===== src/rtl/led_pattern_pkg.sv =====
// Shared encodings for the LED pattern generator: pattern modes and bounce direction.
package led_pattern_pkg;

    typedef enum logic [1:0] {
        MODE_ROT_L  = 2'b00,
        MODE_ROT_R  = 2'b01,
        MODE_BOUNCE = 2'b10,
        MODE_COUNT  = 2'b11
    } mode_t;

    typedef enum logic {
        DIR_UP   = 1'b0,
        DIR_DOWN = 1'b1
    } dir_t;

endpackage


===== src/rtl/led_pattern_gen_tick_divider.sv =====
// Prescaler: free-running up-counter that pulses tick when it reaches div, then clears.
module tick_divider #(
    parameter int DIV_W = 24
) (
    input  logic             clk,
    input  logic             reset,
    input  logic             en,
    input  logic             clr,
    input  logic [DIV_W-1:0] div,
    output logic             tick
);

    logic [DIV_W-1:0] cnt_q;
    logic [DIV_W-1:0] cnt_d;

    // div is sampled live; a div lowered below the count simply lets the counter roll over.
    assign tick = en & ~clr & (cnt_q == div);

    // Next count: clear wins, then terminal count, then increment while enabled.
    always_comb begin
        cnt_d = cnt_q;
        if (clr) begin
            cnt_d = '0;
        end else if (tick) begin
            cnt_d = '0;
        end else if (en) begin
            cnt_d = cnt_q + 1'b1;
        end
    end

    // Counter register.
    always_ff @(posedge clk) begin
        if (reset) begin
            cnt_q <= '0;
        end else begin
            cnt_q <= cnt_d;
        end
    end

endmodule


===== src/rtl/led_pattern_gen.sv =====
// LED pattern generator: rotate-left, rotate-right, bounce and binary count patterns,
// advanced once per prescaler tick, with registered step/wrap pulses.
module led_pattern_gen
    import led_pattern_pkg::*;
#(
    parameter int WIDTH = 8,
    parameter int DIV_W = 24
) (
    input  logic             clk,
    input  logic             reset,
    input  logic             en,
    input  logic [DIV_W-1:0] div,
    input  logic [1:0]       mode,
    input  logic             load,
    output logic [WIDTH-1:0] po_a,
    output logic             step,
    output logic             wrap
);

    localparam logic [WIDTH-1:0] PAT_LSB = {{(WIDTH-1){1'b0}}, 1'b1};
    localparam logic [WIDTH-1:0] PAT_MSB = {1'b1, {(WIDTH-1){1'b0}}};

    logic             tick;
    logic [WIDTH-1:0] po_q, po_d;
    mode_t            mode_q, mode_d;
    dir_t             dir_q, dir_d;
    logic             step_q, step_d;
    logic             wrap_q, wrap_d;

    tick_divider #(
        .DIV_W (DIV_W)
    ) u_tick_divider (
        .clk   (clk),
        .reset (reset),
        .en    (en),
        .clr   (load),
        .div   (div),
        .tick  (tick)
    );

    // Next pattern state: load re-initialises and suppresses the tick; otherwise a tick advances.
    always_comb begin
        po_d   = po_q;
        mode_d = mode_q;
        dir_d  = dir_q;
        step_d = 1'b0;
        wrap_d = 1'b0;
        if (load) begin
            mode_d = mode_t'(mode);
            dir_d  = DIR_UP;
            po_d   = (mode_t'(mode) == MODE_COUNT) ? '0 : PAT_LSB;
        end else if (tick) begin
            step_d = 1'b1;
            case (mode_q)
                MODE_ROT_L: begin
                    po_d   = {po_q[WIDTH-2:0], po_q[WIDTH-1]};
                    wrap_d = (po_d == PAT_LSB);
                end
                MODE_ROT_R: begin
                    po_d   = {po_q[0], po_q[WIDTH-1:1]};
                    wrap_d = (po_d == PAT_MSB);
                end
                MODE_BOUNCE: begin
                    // Direction flips on the step that lands on an end, so the end value never repeats.
                    if (dir_q == DIR_UP) begin
                        po_d = po_q << 1;
                        if (po_d[WIDTH-1]) begin
                            dir_d = DIR_DOWN;
                        end
                    end else begin
                        po_d = po_q >> 1;
                        if (po_d[0]) begin
                            dir_d  = DIR_UP;
                            wrap_d = 1'b1;
                        end
                    end
                end
                MODE_COUNT: begin
                    po_d   = po_q + 1'b1;
                    wrap_d = (po_d == '0);
                end
                default: begin
                    po_d = po_q;
                end
            endcase
        end
    end

    // Pattern, mode, direction and pulse registers.
    always_ff @(posedge clk) begin
        if (reset) begin
            po_q   <= PAT_LSB;
            mode_q <= MODE_ROT_L;
            dir_q  <= DIR_UP;
            step_q <= 1'b0;
            wrap_q <= 1'b0;
        end else begin
            po_q   <= po_d;
            mode_q <= mode_d;
            dir_q  <= dir_d;
            step_q <= step_d;
            wrap_q <= wrap_d;
        end
    end

    assign po_a = po_q;
    assign step = step_q;
    assign wrap = wrap_q;

endmodule


===== config.mk =====
export PLATFORM = sky130hd
export DESIGN_NAME = led_pattern_gen
export DESIGN_NICKNAME = d
export VERILOG_FILES = /design/src/rtl/led_pattern_pkg.sv /design/src/rtl/led_pattern_gen_tick_divider.sv /design/src/rtl/led_pattern_gen.sv
export SDC_FILE = /design/constraint.sdc
export NUM_CORES = 1
export LEC_CHECK = 0
export ABC_AREA = 1
export CAP_MARGIN = 10
export CORE_ASPECT_RATIO = 1.1
export CORE_MARGIN = 10
export CORE_UTILIZATION = 59
export DETAILED_ROUTE_END_ITERATION = 6
export PLACE_DENSITY = 0.94
export SETUP_SLACK_MARGIN = 0.2
export SKIP_CTS_REPAIR_TIMING = 1
export SYNTH_ARGS = -nofsm -noshare
export SYNTH_HDL_FRONTEND = slang
export SYNTH_SLANG_ARGS = --single-unit

===== constraint.sdc =====
create_clock -name clk -period 3.01 [get_ports clk]
set_input_delay 0.602 -clock clk [delete_from_list [all_inputs] [get_ports clk]]
set_output_delay 0.602 -clock clk [all_outputs]
set_load 0.1 [all_outputs]

==> results of run 1 <==
-- cell usage after synthesis (all sizes together) --
cell type  instances  area, um^2
nand2            144         543
inv               73         274
nor2              58         225
dfxtp             37         741
nand3             26         135
o21ai             23         115
xor2              21         184
nor3              14        91.3
nand4             12        75.1
a21oi              8        40.0
buf                4        35.0
nor4               4        25.0
xnor2              4        35.0
or2                3        18.8
ha                 2        25.0
nand3b             2        15.0
nor3b              2        15.0
o22ai              2        12.5
a22oi              1        7.51
a32oi              1        8.76
a41oi              1        8.76
o31ai              1        7.51
o32ai              1        8.76
-- cells in the final DEF, fill, tap and decap left out, drive strengths merged, types with 3 or more instances in the layout --
| cell | instances |
|---|---|
| a21oi | 8 |
| buf | 13 |
| clkbuf | 6 |
| clkdlybuf4s50 | 29 |
| dfxtp | 37 |
| inv | 73 |
| nand2 | 144 |
| nand3 | 26 |
| nand4 | 12 |
| nor2 | 58 |
| nor3 | 14 |
| nor4 | 4 |
| o21ai | 23 |
| or2 | 3 |
| xnor2 | 4 |
| xor2 | 21 |
-- through the flow --
step	total power, mW	setup WS [ns]
floorplan	0.585	0.744
detailed placement	0.649	0.474
finish	0.983	0.698
global route	1.02	0.590
CTS	0.980	0.775
global placement	0.646	0.461
-- flip-flops by register name, indices dropped and copies added (netlist names) --
signal and flops:
mode_q 2, po_a 8, u_tick_divider.cnt_q 24, wrap 1, step 1, dir_q 1
-- layer usage --
metal,GRT usage,share of wire,up-vias,wire [um]
li1,-,-,1480,-
met1,0.219,0.41,1362,3190
met2,0.366,0.50,143,3860
met3,0.0487,0.062,21,475
met4,0.0726,0.024,0,182
met5,0,0,-,0
-- worst paths after layout --
| check | startpoint | to | slack (ns) | depth (start not counted) |
|---|---|---|---|---|
| hold reg to reg | dir_q | dir_q | 0.51 | 2 |
| hold / removal | dir_q | dir_q | 0.51 | 2 |
| setup reg to reg | u_tick_divider.cnt_q[9] | u_tick_divider.cnt_q[0] | 1.06 | 12 |
| setup / recovery | en | u_tick_divider.cnt_q[23] | 0.70 | 8 |
-- critical path, stage by stage --
cell,delay (ns)
clkdlybuf4s50_1,0.67
nand4_1,0.33
nor2_2,0.28
nand2_1,0.12
nor2_1,0.20
nand2_1,0.09
xor2_1,0.14
nor2_1,0.05
-- layout make-up --
class | count | area [um^2]
Inverter | 73 | 274
Clock buffer | 6 | 72.6
Fill cell | 379 | 1170
Sequential cell | 37 | 741
Timing Repair Buffer | 42 | 388
Tap cell | 54 | 67.6
Multi-Input combinational cell | 330 | 1600
Clock inverter | 2 | 10.0
-- cells by family (layout without fill, tap and decap cells) --
group                      after synthesis  count (layout)  share of synthesized area
xor gates and xnor gates                25              25                     0.0827
DFF                                     37              37                      0.280
and+or+nand+nor                        265             265                      0.432
buffers and inverters                   77             123                      0.117
AOI/OAI and AO/OA                       38              38                     0.0790
adders and majority gates                2               2                    0.00945
-- power breakdown --
group / switching (mW) / leakage, nW / internal, mW
clock: 0.182 / 0.0450 / 0.161
combinational: 0.0799 / 1.02 / 0.0634
sequential: 0.00495 / 0.299 / 0.493
==> impl_metrics.csv, run 1 <==
group,metric,value,unit
die,die_w,83.9,um
hold_path,hold_path.class,"reg -> reg",
critical_path,crit_fanout,7,
global_route,antenna_found_initial,0,
sta,fin_tns_setup,0,ns
clock_network,cts_made_buffers,5,
die,initial_core_util,0.613,
critical_path,critPathKind,"in -> reg",
sta,max_slew_margin,0.681,
flow_run,max-cap-violations,0,
routing,ant_nets,0,
routing,via_per_inst,5.53,
yosys,netlist_area,2650,um^2
finish,antennaDiodeCount,0,
clock_network,cts_tree,"done",
yosys,synth.avg_cell_area,5.96,um^2
critical_path,required,3.19,ns
global_route,grt_overflow,0,
placed_design,place_area,3070,um^2
sta,tightestPinTransition,0.475,ns
global_route,grt_pass1_wl,13.2,mm
yosys,yosys_register_bits,37,
finish,final_layout_size_suffix_gt1_frac,0.0673,
global_route,grt_start_max_net_pins,15,
routing,wl_per_cell,14.2,um
critical_path,startpoint_type,"input port",
pwr,peakVddDrop,0.250,mV
yosys,synth_warnings,0,
clock_network,htreeDepth,2,
global_route,grtUsageTotal,0.201,
sta,finalMaxSlewViolations,0,
finish,utilization,0.730,
clock_network,clk_pin_slew_worst_paths,0.07,ns
critical_path,crit_arrival,2.49,ns
critical_path,endpoint_kind,"flip-flop",
sta,setup_violations,0,
sta,fin_worst_skew,0.00459,ns
pwr,p_leak,1.36,nW
routing,drtIter0Drc,256,
routing,post-route-drc-count,0,
yosys,postSynthCellCount,444,
finish,stdcell_area,3150,um^2
routing,vias,3006,
yosys,syn_nets,476,
clock_network,cts-root-buf,"clkbuf_8",
die,pin_count,40,
sta,holdWs,0.514,ns
clock_network,insertion_delay,0.29,ns
sta,min_period,2.31,ns
finish,area_delta_synth_final,19.0,%
placed_design,hpwl,6.16,mm
pwr,cellPowerDensity,312,nW/um^2
placed_design,dpl.cell_count,536,
die,die_h,90.2,um
die,fp.dieArea,7570,um^2
die,core.rowCount,25,
yosys,seq_area_frac_synth,0.280,
placed_design,port_buffers,39,
status,status,"finished, final reports clean",
sta,fin_crit_sh,0.768,
sta,hold_violations,0,
routing,firstDrtPassIters,5,
finish,fin_nets,521,
clock_network,cts.sinks,37,
global_route,grt_pass1_vias,2934,
routing,drt-total-wl,7.70,mm
sta,max_freq,432,MHz
sta,rsz0062_at_grt,"no",
die,coreArea,4320,um^2
finish,instances_no_fill,544,
placed_design,place.gp.congestion,1.01,
clock_network,clockBufferDepth,2,
yosys,synth_cell_types,31,
Power figures use the tool's default switching activity.
==> run 2, diff against run 1 <==
--- a/config.mk
+++ b/config.mk
@@ -9,9 +9,9 @@
 export CAP_MARGIN = 10
 export CORE_ASPECT_RATIO = 1.1
 export CORE_MARGIN = 10
-export CORE_UTILIZATION = 59
+export CORE_UTILIZATION = 49
 export DETAILED_ROUTE_END_ITERATION = 6
-export PLACE_DENSITY = 0.94
+export PLACE_DENSITY = 0.84
 export SETUP_SLACK_MARGIN = 0.2
 export SKIP_CTS_REPAIR_TIMING = 1
 export SYNTH_ARGS = -nofsm -noshare
==> constraint.sdc (replaced) <==
create_clock -name clk -period 1.97 [get_ports clk]
set_input_delay 0.394 -clock clk [delete_from_list [all_inputs] [get_ports clk]]
set_output_delay 0.394 -clock clk [all_outputs]
set_load 0.1 [all_outputs]
==> run 2 against run 1 <==
  * Critical endpoint is now u_tick_divider.cnt_q[12]
  * Highest routed layer unchanged
  * Sequential cell count stayed put
  * Core utilization decreased by 3.5 points
  * Clock power grew 130%
  * Largest power group is now the clock network
  * Power grew 85%
  * Non-clock buffer count is 27 higher
==> impl_metrics.csv, run 2 (synthesized netlist as in run 1, its figures left out) <==
group,metric,value,unit
finish,area_delta_synth_final,39.8,%
status,status,"finished, final reports clean",
global_route,antenna_found_initial,0,
routing,post-route-drc-count,0,
sta,finalMaxSlewViolations,0,
critical_path,crit_slowest_cell,"dfxtp_4",
hold_path,hold_end,"u_tick_divider.cnt_q[21]",
global_route,grt_pass1_wl,13.2,mm
placed_design,place.gp.congestion,1.02,
routing,drtIter0Drc,197,
sta,setup_violations,0,
clock_network,clk_pin_slew_worst_paths,0.08,ns
critical_path,crit_arrival,1.93,ns
finish,instances_no_fill,593,
hold_path,hold_path.class,"reg -> reg",
placed_design,port_buffers,39,
clock_network,cts-root-buf,"clkbuf_8",
global_route,grt_pass1_vias,2871,
finish,multi_input_area,1720,um^2
clock_network,cts.sinks,37,
sta,fin_tns_setup,0,ns
critical_path,cpMostUsedCell,"nand3_2",
placed_design,dpl.cell_count,574,
critical_path,endpoint_kind,"flip-flop",
sta,fin_worst_skew,0.00559,ns
routing,firstDrtPassIters,4,
clock_network,clockBufferDepth,2,
routing,vias,3076,
critical_path,worstReg2RegStart,"u_tick_divider.cnt_q[1]",
die,fp.dieArea,8740,um^2
placed_design,dpl_worst_slack,-0.145,ns
hold_path,worstHoldStart,"u_tick_divider.cnt_q[21]",
finish,utilization,0.695,
die,initial_core_util,0.497,
sta,tightestPinTransition,0.526,ns
finish,fin_nets,548,
die,core.rowCount,28,
routing,wl_per_cell,14.6,um
flow_run,max-cap-violations,0,
global_route,grtUsageTotal,0.180,
pwr,p_leak,1.75,nW
die,die_w,90.1,um
finish,seqCellArea,769,um^2
finish,top_register,"u_tick_divider.cnt_q",
critical_path,required,2.16,ns
clock_network,htreeDepth,2,
pwr,cellPowerDensity,492,nW/um^2
critical_path,critPathKind,"reg -> reg",
routing,via_per_inst,5.19,
clock_network,cts_tree,"done",
clock_network,cts_made_buffers,5,
global_route,grt_start_max_net_pins,15,
sta,min_period,1.74,ns
critical_path,crit_fanout,5,
die,coreArea,5330,um^2
critical_path,r2r-end,"u_tick_divider.cnt_q[12]",
sta,hold_violations,0,
die,pin_count,40,
critical_path,startpoint_type,"flip-flop",
sta,rsz0062_at_grt,"no",
finish,final_layout_size_suffix_gt1_frac,0.205,
routing,drt-total-wl,8.65,mm
sta,fin_crit_sh,0.882,
finish,final_common_cell,"nand2_1",
finish,fillers,447,
hold_path,hold_depth,2,
finish,layout_common_cells,"nand2_1, inv_1, nor2_1",
sta,timing.final.ws_setup,0.233,ns
critical_path,r2r_setup_slack,0.23,ns
pwr,peakVddDrop,0.380,mV
critical_path,slowest_delay,0.39,ns
routing,ant_nets,0,
sta,max_slew_margin,0.645,
clock_network,insertion_delay,0.30,ns
sta,max_freq,576,MHz
critical_path,cp_cell_sequence,"ha_4 -> nand3_2 -> nor3_2 -> nand3_2 -> nor2_4 -> nand3_1 -> xor2_1 -> nor2_1",
global_route,grt_overflow,0,
finish,largest_register_ffs,24,
placed_design,hpwl,6.57,mm
die,die_h,97.1,um
critical_path,r2r_cells,8,
-- run 2: worst max path at each step --
| stage | slack, ns | cells after the start | from | endpoint |
|---|---|---|---|---|
| after global routing | 0.14 | 12 | div[9] | po_a[2] |
| after CTS | 0.05 | 8 | u_tick_divider.cnt_q[0] | u_tick_divider.cnt_q[18] |
| after global placement | -0.12 | 11 | div[21] | po_a[7] |
| after detailed placement | -0.14 | 13 | div[23] | po_a[4] |
| after floorplan | 0.24 | 8 | po_a[7] | wrap |
| final | 0.23 | 8 | u_tick_divider.cnt_q[1] | u_tick_divider.cnt_q[12] |
-- run 2: final cells by class --
type                            count  area share
Tap cell                           75      0.0254
Sequential cell                    37       0.208
Timing Repair Buffer               69       0.191
Multi-Input combinational cell    330       0.464
Clock buffer                        5      0.0186
Antenna cell                        1    0.000677
Clock inverter                      3      0.0176
Inverter                           73      0.0741
-- run 2: metrics by stage --
step / area, um^2 / hold slack (ns) / power, mW
after floorplan: 2660 / 0.465 / 0.892
after global placement: 3260 / 0.486 / 1.01
after detailed placement: 3260 / 0.499 / 1.01
after CTS: 3390 / 0.513 / 1.80
after global routing: 3700 / 0.534 / 1.88
final: 3700 / 0.503 / 1.82
-- run 2: worst max-delay path: cells and delay by family (launching register included) --
kind	cells	cell delay [ns]
xor+xnor	1	0.16
fa+ha+maj	1	0.14
flops	1	0.39
simple gates	6	0.94
-- run 2: power by group --
part / switching [mW] / leakage (nW) / internal [mW]
registers: 0.00749 / 0.307 / 0.749
clock network: 0.295 / 0.0681 / 0.503
logic: 0.142 / 1.38 / 0.122
-- run 2: layer usage --
metal	wire, um	global-route usage	vias to the layer above
met1	3410	0.188	1421
met5	0	0	-
met4	234	0.0613	0
met3	401	0.0309	21
li1	-	-	1538
met2	4600	0.349	96
